File: config.mk
export PLATFORM = sky130hd
export DESIGN_NAME = operand_buffer_flat
export DESIGN_NICKNAME = d
export VERILOG_FILES = /design/src/rtl/operand_buffer_if.sv /design/src/rtl/operand_buffer.sv /design/src/flat_wrapper.sv
export SDC_FILE = /design/constraint.sdc
export NUM_CORES = 1
export LEC_CHECK = 0
export CAP_MARGIN = 30
export CORE_AREA = 2 2 199 201
export CTS_CLUSTER_DIAMETER = 150
export CTS_CLUSTER_SIZE = 28
export DETAILED_ROUTE_END_ITERATION = 10
export DIE_AREA = 0 0 201 203
export PLACE_DENSITY_LB_ADDON = 0.1
export SYNTH_ARGS = -nofsm -noshare
export SYNTH_HDL_FRONTEND = slang
export SYNTH_SLANG_ARGS = --single-unit
export TNS_END_PERCENT = 30
File: constraint.sdc
create_clock -name clk -period 3.2 [get_ports clk]
set_input_delay 0.48 -clock clk [delete_from_list [all_inputs] [get_ports clk]]
set_output_delay 0.48 -clock clk [all_outputs]
set_load 0.02 [all_outputs]
File: src/rtl/operand_buffer_if.sv
// Operand buffer bus: host/DMA port, control-unit command strobes
// and systolic-array data. master = upstream driver, slave = buffer.
interface operand_buffer_if;
  logic        wr_en;
  logic [4:0]  wr_addr;
  logic [7:0]  wr_data;
  logic [4:0]  rd_addr;
  logic [7:0]  rd_data;
  logic [4:0]  base_address;
  logic        load_weight;
  logic        load_input;
  logic        store_res;
  logic [31:0] result_in;
  logic [31:0] weights_out;
  logic        weight_valid;
  logic [7:0]  a_lane0;
  logic [7:0]  a_lane1;
  logic        input_valid;
  logic        busy;
  logic        done;

  modport master (
    output wr_en, wr_addr, wr_data, rd_addr,
    output base_address, load_weight,
    output load_input, store_res, result_in,
    input  rd_data, weights_out, weight_valid,
    input  a_lane0, a_lane1, input_valid,
    input  busy, done
  );

  modport slave (
    input  wr_en, wr_addr, wr_data, rd_addr,
    input  base_address, load_weight,
    input  load_input, store_res, result_in,
    output rd_data, weights_out, weight_valid,
    output a_lane0, a_lane1, input_valid,
    output busy, done
  );
endinterface

File: src/rtl/operand_buffer.sv
// 32x8 operand scratch memory + command sequencer feeding a 2x2 array.
// Ports: clk, rst_n (async low), bus (operand_buffer_if.slave).
module operand_buffer (
  input  logic clk,
  input  logic rst_n,
  operand_buffer_if.slave bus
);

  typedef enum logic [2:0] {
    S_IDLE,
    S_FETCH_W,
    S_FETCH_A,
    S_ISSUE_A,
    S_STORE
  } state_e;

  state_e           state_q, state_d;
  logic [1:0]       cnt_q, cnt_d;
  logic [4:0]       p_q, p_d;
  logic [3:0][7:0]  stage_q, stage_d;
  logic [31:0]      res_q, res_d;
  logic [31:0]      weights_q, weights_d;
  logic             wvalid_q, wvalid_d;
  logic             done_q, done_d;

  logic [7:0]       mem_q [32];

  logic [4:0]       op_addr;
  logic [7:0]       op_byte;
  logic             st_we;
  logic [7:0]       st_data;
  logic [7:0]       lane0;
  logic [7:0]       lane1;
  logic             in_valid;

  // p+k wraps naturally in 5 bits
  assign op_addr = p_q + {3'b000, cnt_q};
  assign op_byte = mem_q[op_addr];
  assign st_data = res_q[{cnt_q, 3'b000} +: 8];

  always_comb begin
    state_d   = state_q;
    cnt_d     = cnt_q;
    p_d       = p_q;
    stage_d   = stage_q;
    res_d     = res_q;
    weights_d = weights_q;
    wvalid_d  = 1'b0;
    done_d    = 1'b0;
    st_we     = 1'b0;
    case (state_q)
      S_IDLE: begin
        cnt_d = 2'd0;
        if (bus.store_res) begin
          p_d     = bus.base_address;
          res_d   = bus.result_in;
          state_d = S_STORE;
        end else if (bus.load_weight) begin
          p_d     = bus.base_address;
          state_d = S_FETCH_W;
        end else if (bus.load_input) begin
          p_d     = bus.base_address;
          state_d = S_FETCH_A;
        end
      end
      S_FETCH_W: begin
        stage_d[cnt_q] = op_byte;
        cnt_d = cnt_q + 2'd1;
        if (cnt_q == 2'd3) begin
          // last byte bypasses staging
          weights_d = {op_byte, stage_q[2],
                       stage_q[1], stage_q[0]};
          wvalid_d  = 1'b1;
          done_d    = 1'b1;
          state_d   = S_IDLE;
        end
      end
      S_FETCH_A: begin
        stage_d[cnt_q] = op_byte;
        cnt_d = cnt_q + 2'd1;
        if (cnt_q == 2'd3) begin
          state_d = S_ISSUE_A;
        end
      end
      S_ISSUE_A: begin
        cnt_d = cnt_q + 2'd1;
        if (cnt_q == 2'd2) begin
          done_d  = 1'b1;
          state_d = S_IDLE;
        end
      end
      S_STORE: begin
        st_we = 1'b1;
        cnt_d = cnt_q + 2'd1;
        if (cnt_q == 2'd3) begin
          done_d  = 1'b1;
          state_d = S_IDLE;
        end
      end
      default: state_d = S_IDLE;
    endcase
  end

  // Diagonal skew: row 1 lags row 0 by one cycle
  always_comb begin
    lane0    = 8'd0;
    lane1    = 8'd0;
    in_valid = (state_q == S_ISSUE_A);
    if (in_valid) begin
      unique case (1'b1)
        cnt_q == 2'd0: lane0 = stage_q[0];
        cnt_q == 2'd1: begin
          lane0 = stage_q[1];
          lane1 = stage_q[2];
        end
        cnt_q == 2'd2: lane1 = stage_q[3];
        default: ;
      endcase
    end
  end

  always_ff @(posedge clk or negedge rst_n) begin
    if (!rst_n) begin
      state_q   <= S_IDLE;
      cnt_q     <= 2'd0;
      p_q       <= 5'd0;
      stage_q   <= '0;
      res_q     <= 32'd0;
      weights_q <= 32'd0;
      wvalid_q  <= 1'b0;
      done_q    <= 1'b0;
    end else begin
      state_q   <= state_d;
      cnt_q     <= cnt_d;
      p_q       <= p_d;
      stage_q   <= stage_d;
      res_q     <= res_d;
      weights_q <= weights_d;
      wvalid_q  <= wvalid_d;
      done_q    <= done_d;
    end
  end

  // Contents survive reset. Store write is last so it
  // wins an address collision with the host port.
  always_ff @(posedge clk) begin
    if (bus.wr_en) begin
      mem_q[bus.wr_addr] <= bus.wr_data;
    end
    if (st_we) begin
      mem_q[op_addr] <= st_data;
    end
  end

  assign bus.rd_data      = mem_q[bus.rd_addr];
  assign bus.weights_out  = weights_q;
  assign bus.weight_valid = wvalid_q;
  assign bus.a_lane0      = lane0;
  assign bus.a_lane1      = lane1;
  assign bus.input_valid  = in_valid;
  assign bus.busy         = (state_q != S_IDLE);
  assign bus.done         = done_q;

endmodule
File: src/flat_wrapper.sv
// flat-port wrapper written by rule: the top's interface ports become plain ports
module operand_buffer_flat 
  (clk, rst_n, bus_wr_en, bus_wr_addr, bus_wr_data, bus_rd_addr, bus_base_address, bus_load_weight, bus_load_input, bus_store_res, bus_result_in, bus_rd_data, bus_weights_out, bus_weight_valid, bus_a_lane0, bus_a_lane1, bus_input_valid, bus_busy, bus_done);
  operand_buffer_if bus_i ();
  input  logic clk;
  input  logic rst_n;
  input wire logic [$bits(bus_i.wr_en)-1:0] bus_wr_en;
  input wire logic [$bits(bus_i.wr_addr)-1:0] bus_wr_addr;
  input wire logic [$bits(bus_i.wr_data)-1:0] bus_wr_data;
  input wire logic [$bits(bus_i.rd_addr)-1:0] bus_rd_addr;
  input wire logic [$bits(bus_i.base_address)-1:0] bus_base_address;
  input wire logic [$bits(bus_i.load_weight)-1:0] bus_load_weight;
  input wire logic [$bits(bus_i.load_input)-1:0] bus_load_input;
  input wire logic [$bits(bus_i.store_res)-1:0] bus_store_res;
  input wire logic [$bits(bus_i.result_in)-1:0] bus_result_in;
  output wire logic [$bits(bus_i.rd_data)-1:0] bus_rd_data;
  output wire logic [$bits(bus_i.weights_out)-1:0] bus_weights_out;
  output wire logic [$bits(bus_i.weight_valid)-1:0] bus_weight_valid;
  output wire logic [$bits(bus_i.a_lane0)-1:0] bus_a_lane0;
  output wire logic [$bits(bus_i.a_lane1)-1:0] bus_a_lane1;
  output wire logic [$bits(bus_i.input_valid)-1:0] bus_input_valid;
  output wire logic [$bits(bus_i.busy)-1:0] bus_busy;
  output wire logic [$bits(bus_i.done)-1:0] bus_done;
  assign bus_i.wr_en = bus_wr_en;
  assign bus_i.wr_addr = bus_wr_addr;
  assign bus_i.wr_data = bus_wr_data;
  assign bus_i.rd_addr = bus_rd_addr;
  assign bus_i.base_address = bus_base_address;
  assign bus_i.load_weight = bus_load_weight;
  assign bus_i.load_input = bus_load_input;
  assign bus_i.store_res = bus_store_res;
  assign bus_i.result_in = bus_result_in;
  assign bus_rd_data = bus_i.rd_data;
  assign bus_weights_out = bus_i.weights_out;
  assign bus_weight_valid = bus_i.weight_valid;
  assign bus_a_lane0 = bus_i.a_lane0;
  assign bus_a_lane1 = bus_i.a_lane1;
  assign bus_input_valid = bus_i.input_valid;
  assign bus_busy = bus_i.busy;
  assign bus_done = bus_i.done;
  operand_buffer u_core (.clk(clk), .rst_n(rst_n), .bus(bus_i));
endmodule
## Yosys cells after proc, flatten, opt, wreduce, memory -nomap -nowiden

Memory sizes are Yosys's and may differ from the RTL's.
Index checks and enable logic that the tools add are counted.
W data, S select, Z words.

- $add $sub $neg: 2
- $lt $le $gt $ge: 2
- Eq/ne operators: 11
- Shifts and indexed selects: 1
- Multiplexer cells: 27
- Reductions and logical operators: 13

Operators by type and width:

| operator | number |
|---|---|
| $bwmux W32 | 1 |
| $pmux W8 S2 | 2 |
| $shiftx A32 B6 Y8 | 1 |
| $mux W8 | 3 |
| $mux W3 | 6 |
| $demux W8 S2 | 1 |
| $mux W5 | 3 |
| $pmux W3 S4 | 1 |
| $mux W1 | 8 |
| $eq A3 B2 Y1 const B | 2 |
| $ne A2 B1 Y1 const B | 3 |
| $reduce_and A2 Y1 | 3 |
| $reduce_bool A3 Y1 | 2 |
| $add A5 B2 Y5 | 1 |
| $eq A2 B2 Y1 const B | 2 |
| $ne A4 B4 Y1 const B | 1 |
| $pmux W2 S2 | 1 |
| $reduce_and A4 Y1 | 1 |
| $reduce_or A2 Y1 | 2 |
| $reduce_or A4 Y1 | 1 |
| $eq A3 B1 Y1 const B | 1 |
| $eq A3 B3 Y1 const B | 1 |
| $logic_not A3 Y1 | 1 |
| $lt A2 B3 Y1 const B | 1 |
| other kinds (7) | 7 |

- Register bits after elaboration: 108
- Bits in writable memories: 256
- Bits of input ports: 61
- Output and inout bits: 60
- Word-level logic and storage cells: 68
- Memories: 1

Memories:

| name | depth | bits a word | rd ports | clocked after memory_dff | write ports | line | source |
|---|---|---|---|---|---|---|---|
| u_core.mem_q | 32 | 8 | 2 | 0 | 2 | operand_buffer.sv:26 | `logic [7:0] mem_q [32];` |

## Longest topological paths before layout

- Depth in word-level cells: 5
- Gate-level depth with buffers: 9
- Depth with buffers taken out: 7

## Worst setup path after synthesis

Ideal clock, no wire load.

- Path kind: register to register
- Start point: register u_core.cnt_q[0]
- End point: memory u_core.mem_q[2][0], enable pin
- Library setup time: 0.384 ns
- Arrival time: 2.654 ns
- Required time: 2.816 ns
- Slack: 0.162 ns
- Stages on the path, launching flop included: 10
- Buffers on the path: 3
- Period minus slack after synthesis: 3.038 ns
- Path through: dfrtp_1 ha_1 fa_1 buf_2 clkbuf_1 clkbuf_1 nand4_2 nor2_1 nand2_2 o21ai_0

RTL lines:

| what | line | source |
|---|---|---|
| start: declaration | operand_buffer.sv:18 | `logic [1:0] cnt_q, cnt_d;` |
| start signal: assignment | operand_buffer.sv:134 | `cnt_q <= cnt_d;` |
| end: declaration | operand_buffer.sv:26 |  |

## Final worst setup path

- Start point: register u_core.cnt_q[0]
- End point: register u_core.stage_q[31] in the netlist's numbering

- Longest elaborated chain between the ends: 5
- Elaborated cells on any way between the ends: 8
- Those cells by class: add/sub: 1; order compare: 2; mux: 3; reduce/logical: 1; memory: 1

RTL lines:

| what | line | source |
|---|---|---|
| branches (longest 4 deep; another with $mem_v2 Z32 W8) | - |  |
| $bwmux W32 * | operand_buffer.sv:67, operand_buffer.sv:79 |  |
| end signal: assignment | operand_buffer.sv:136 | `stage_q <= stage_d;` |
| end: declaration | operand_buffer.sv:20 | `logic [3:0][7:0] stage_q, stage_d;` |

Mark *: on every way between the ends.
A chain may end at the register's enable or synchronous reset.

==> flow_summary_export.csv <==
group,metric,value,unit
run_status,outcome,"finished with violations",
run_status,violations,"negative setup slack",
die,core,0.03847,mm^2
placed_design,numPortBuffers,120,
global_route,grt_overflow,0,
placed_design,routabilityCongestion,0.9816,
clock_tree,root_buffer,"clkbuf_16",
clock_tree,ctsHtreeMaxLevel,1,
global_route,grt_pass1_vias,14342,
routing,wl_per_cell,32.28,um
routing,route.vias.total,15202,
setup_path,crit_fanout,30,
synth,syn-cell-area,0.02094,mm^2
synth,ys_types,53,
setup_path,slowest_stage,"a2111oi_1",
synth,synth_area_per_cell,13.51,um^2
pwr,power_density,1005,mW/mm^2
final_layout,drive_above_1_share,35.73,%
synth,yosys.area.top_type,"edfxtp_1",
synth,syn-instance-count,1550,
setup_path,required,3.60,ns
pwr,peakVddDrop,0.0007691,V
synth,synth_edf_count,256,
clock_tree,insertion_delay,0.55,ns
synth,ys_ff_latch,364,
clock_tree,clock_sinks,364,
sta,drv_slew,0,
routing,drc,0,
setup_path,cp_data_arrival_time,3.61,ns
global_route,grt_max_degree,53,
clock_tree,clock_path_buffers,3,
sta,rsz0062_at_grt,"true",
die,die_w,201,um
die,num_rows,72,
global_route,grt_antenna_before_repair,3,
synth,netlist.area_leader.share,36.70,%
die,die_height,203,um
final_layout,area_growth,14.59,%
final_layout,nets,1729,
synth,synth_nets,1618,
routing,viasPerCell,6.942,
sta,tightest_slew,1.015,ns
synth,synth_most_common_cell,"mux2_2",
sta,fin_crit,3.205,ns
clock_tree,cts_inserted_buffers,16,
setup_path,cp_slowest_stage_delay,0.69,ns
synth,ys_seq_area_share,49.61,%
worst_hold_path,hp-class,"reg -> reg",
sta,fin_ws,-0.005406,ns
clock_tree,cts_tree,"built",
routing,drtIter0Drc,2156,
synth,synthTopCellsByCount,"281 x mux2_2, 256 x edfxtp_1, 123 x nand2_1",
setup_path,path_class,"reg -> reg",
sta,skew,0.02694,ns
synth,ys_warn_count,0,
setup_path,path_cells,"ha_4 -> fa_4 -> xor2_4 -> buf_12 -> a2111oi_1 -> nor4_2 -> o22ai_2 -> o31ai_1",
sta,fin_crit_sh,100.2,%
sta,holdWs,0.4831,ns
die,dieArea,0.04080,mm^2
routing,antenna_left,0,
synth,async_reset_ff_share,29.67,%
global_route,grt_pass1_wl,100600,um
placed_design,dpl_cell_area,0.02329,mm^2
routing,wirelength,70690,um
die,io_pins,121,
sta,setup_violations,1,
setup_path,start_kind,"flop",
final_layout,finalInstanceArea,0.02400,mm^2
die,start_util,54.45,%
sta,relSlewSlack,32.33,%
setup_path,crit_path_end_kind,"flop",
routing,dr.pass1.iters,6,
sta,max_freq,312.0,MHz
sta,timing_hold_violations_final,0,
clock_tree,clk_pin_slew,0.12,ns
global_route,grt.total_usage,33.85,%
synth,synthFlopType,"edfxtp_1",
placed_design,place_hpwl,48050,um
run,cap_violations,0,
pwr,p_leak,8.786,nW
synth,netlist_top_cells_area,"edfxtp_1 37%, mux2_2 15%, dfrtp_1 13%, mux4_2 9.5%, mux2i_1 3.1%",
## area by class of cell
type | count | area (um^2)
sequential | 364 | 10390
antenna | 1 | 2.502
inverter | 6 | 22.52
clock buffer | 28 | 466.7
multi-input combinational | 1028 | 10010
fill | 2989 | 14470
timing repair buffer | 245 | 2462
tap | 518 | 648.1
## cells by family (layout without fill, tap and decap cells)
logic type / after synthesis / in the layout / synth area share, %
buf+inv: 158 / 279 / 3.411
xor+xnor: 5 / 5 / 0.3167
fa+ha+maj: 7 / 7 / 0.4540
compound gates: 185 / 185 / 6.840
other cells: 0 / 1 / 0
simple gates: 378 / 378 / 10.66
flops: 364 / 364 / 49.61
mux: 453 / 453 / 28.71
## placed cells by master, fill, tap and decap left out, types with 4 or more instances in the layout
cell type / Yosys / routed
a2111oi_1: 0 / 6
nand3_1: 4 / 4
a2111oi_0: 64 / 57
dfrtp_1: 108 / 108
o22ai_1: 28 / 27
mux2_1: 20 / 20
nor4_2: 2 / 10
o22ai_2: 8 / 9
nor4_1: 32 / 23
mux2i_1: 64 / 64
dlymetal6s2s_1: 0 / 7
nor2b_1: 66 / 66
o31ai_1: 40 / 39
clkdlybuf4s15_1: 0 / 4
and3_1: 65 / 65
nor2_4: 16 / 16
buf_12: 0 / 21
nor2_1: 26 / 24
a21oi_1: 5 / 5
nor2_8: 4 / 4
a22oi_1: 16 / 16
clkbuf_2: 0 / 4
nand2_1: 123 / 122
buf_4: 13 / 98
clkbuf_16: 0 / 20
clkbuf_1: 104 / 11
mux4_2: 88 / 88
nand3b_1: 5 / 5
nor3_4: 4 / 4
o21ai_0: 13 / 13
nor3_1: 5 / 5
inv_1: 4 / 4
nand2_2: 8 / 9
edfxtp_1: 256 / 256
mux2_2: 281 / 281
clkdlybuf4s50_1: 0 / 101
## through the flow
step | worst slack [ns] | utilization [%] | setup TNS [ns] | instances | total power, mW
finish | -0.005406 | 62.39 | -0.005406 | 2190 | 24.12
global route | -0.04377 | 62.38 | -0.1120 | 2189 | 24.91
CTS | -0.003145 | 61.80 | -0.003145 | 2183 | 22.97
detailed placement | -0.1554 | 60.55 | -0.9230 | 2154 | 20.48
global placement | -0.1035 | 60.55 | -0.6407 | 2154 | 20.27
floorplan | 0.1617 | - | 0 | 1550 | 14.97
## report_power, final
group          total (mW)  internal (mW)  switching, mW
logic                14.8           5.64           9.16
registers            6.78           6.10          0.683
clock network        2.53           1.01           1.52
total                24.1           12.8           11.4
## worst max-delay path, delay by kind of cell, from the launching register on
kind,cells,cell delay [ns]
xor gates and xnor gates,1,0.23
buffers and inverters,1,0.19
adders and majority gates,2,0.73
AOI/OAI and AO/OA,3,1.26
and+or+nand+nor,1,0.19
DFF,1,0.44
## state kept, by name, summed over array words and instances, names as in the netlist
register,flops
u_core.mem_q,256
u_core.bus.weights_out,32
u_core.res_q,32
u_core.stage_q,32
u_core.p_q,5
u_core.state_q,3
u_core.cnt_q,2
u_core.bus.done,1
u_core.bus.weight_valid,1
## final timing paths
kind	from	to	slack (ns)	depth (start not counted)
hold / removal	u_core.bus.weights_out[2]	u_core.bus.weights_out[2]	0.48	2
min in group asynchronous	rst_n	u_core.res_q[12]	0.50	2
setup reg to reg	u_core.cnt_q[0]	u_core.stage_q[31]	-0.005	8
hold reg to reg	u_core.bus.weights_out[2]	u_core.bus.weights_out[2]	0.48	2
max in group asynchronous	rst_n	u_core.res_q[29]	1.96	3
setup / recovery	u_core.cnt_q[0]	u_core.stage_q[31]	-0.005	8
## routing by layer
metal  share of wire [%]  routed length, um  GRT usage, %  vias to the layer above
met3                  12               8666         7.705                      123
met4                 3.4               2420         9.894                        4
met5                0.16                112         1.667                        -
met2                  44              30990         51.12                     1042
li1                    -                  -             -                     6276
met1                  40              28500         49.03                     7757
## repair_timing
item,in CTS,in global routing
gates resized for setup,14,46
setup endpoints to repair,21,72
cloned,0,3
setup buffers,0,3
hold buffers,1,0
hold endpoints to repair,20,0
pin swaps,0,10
Power figures use the tool's default switching activity.
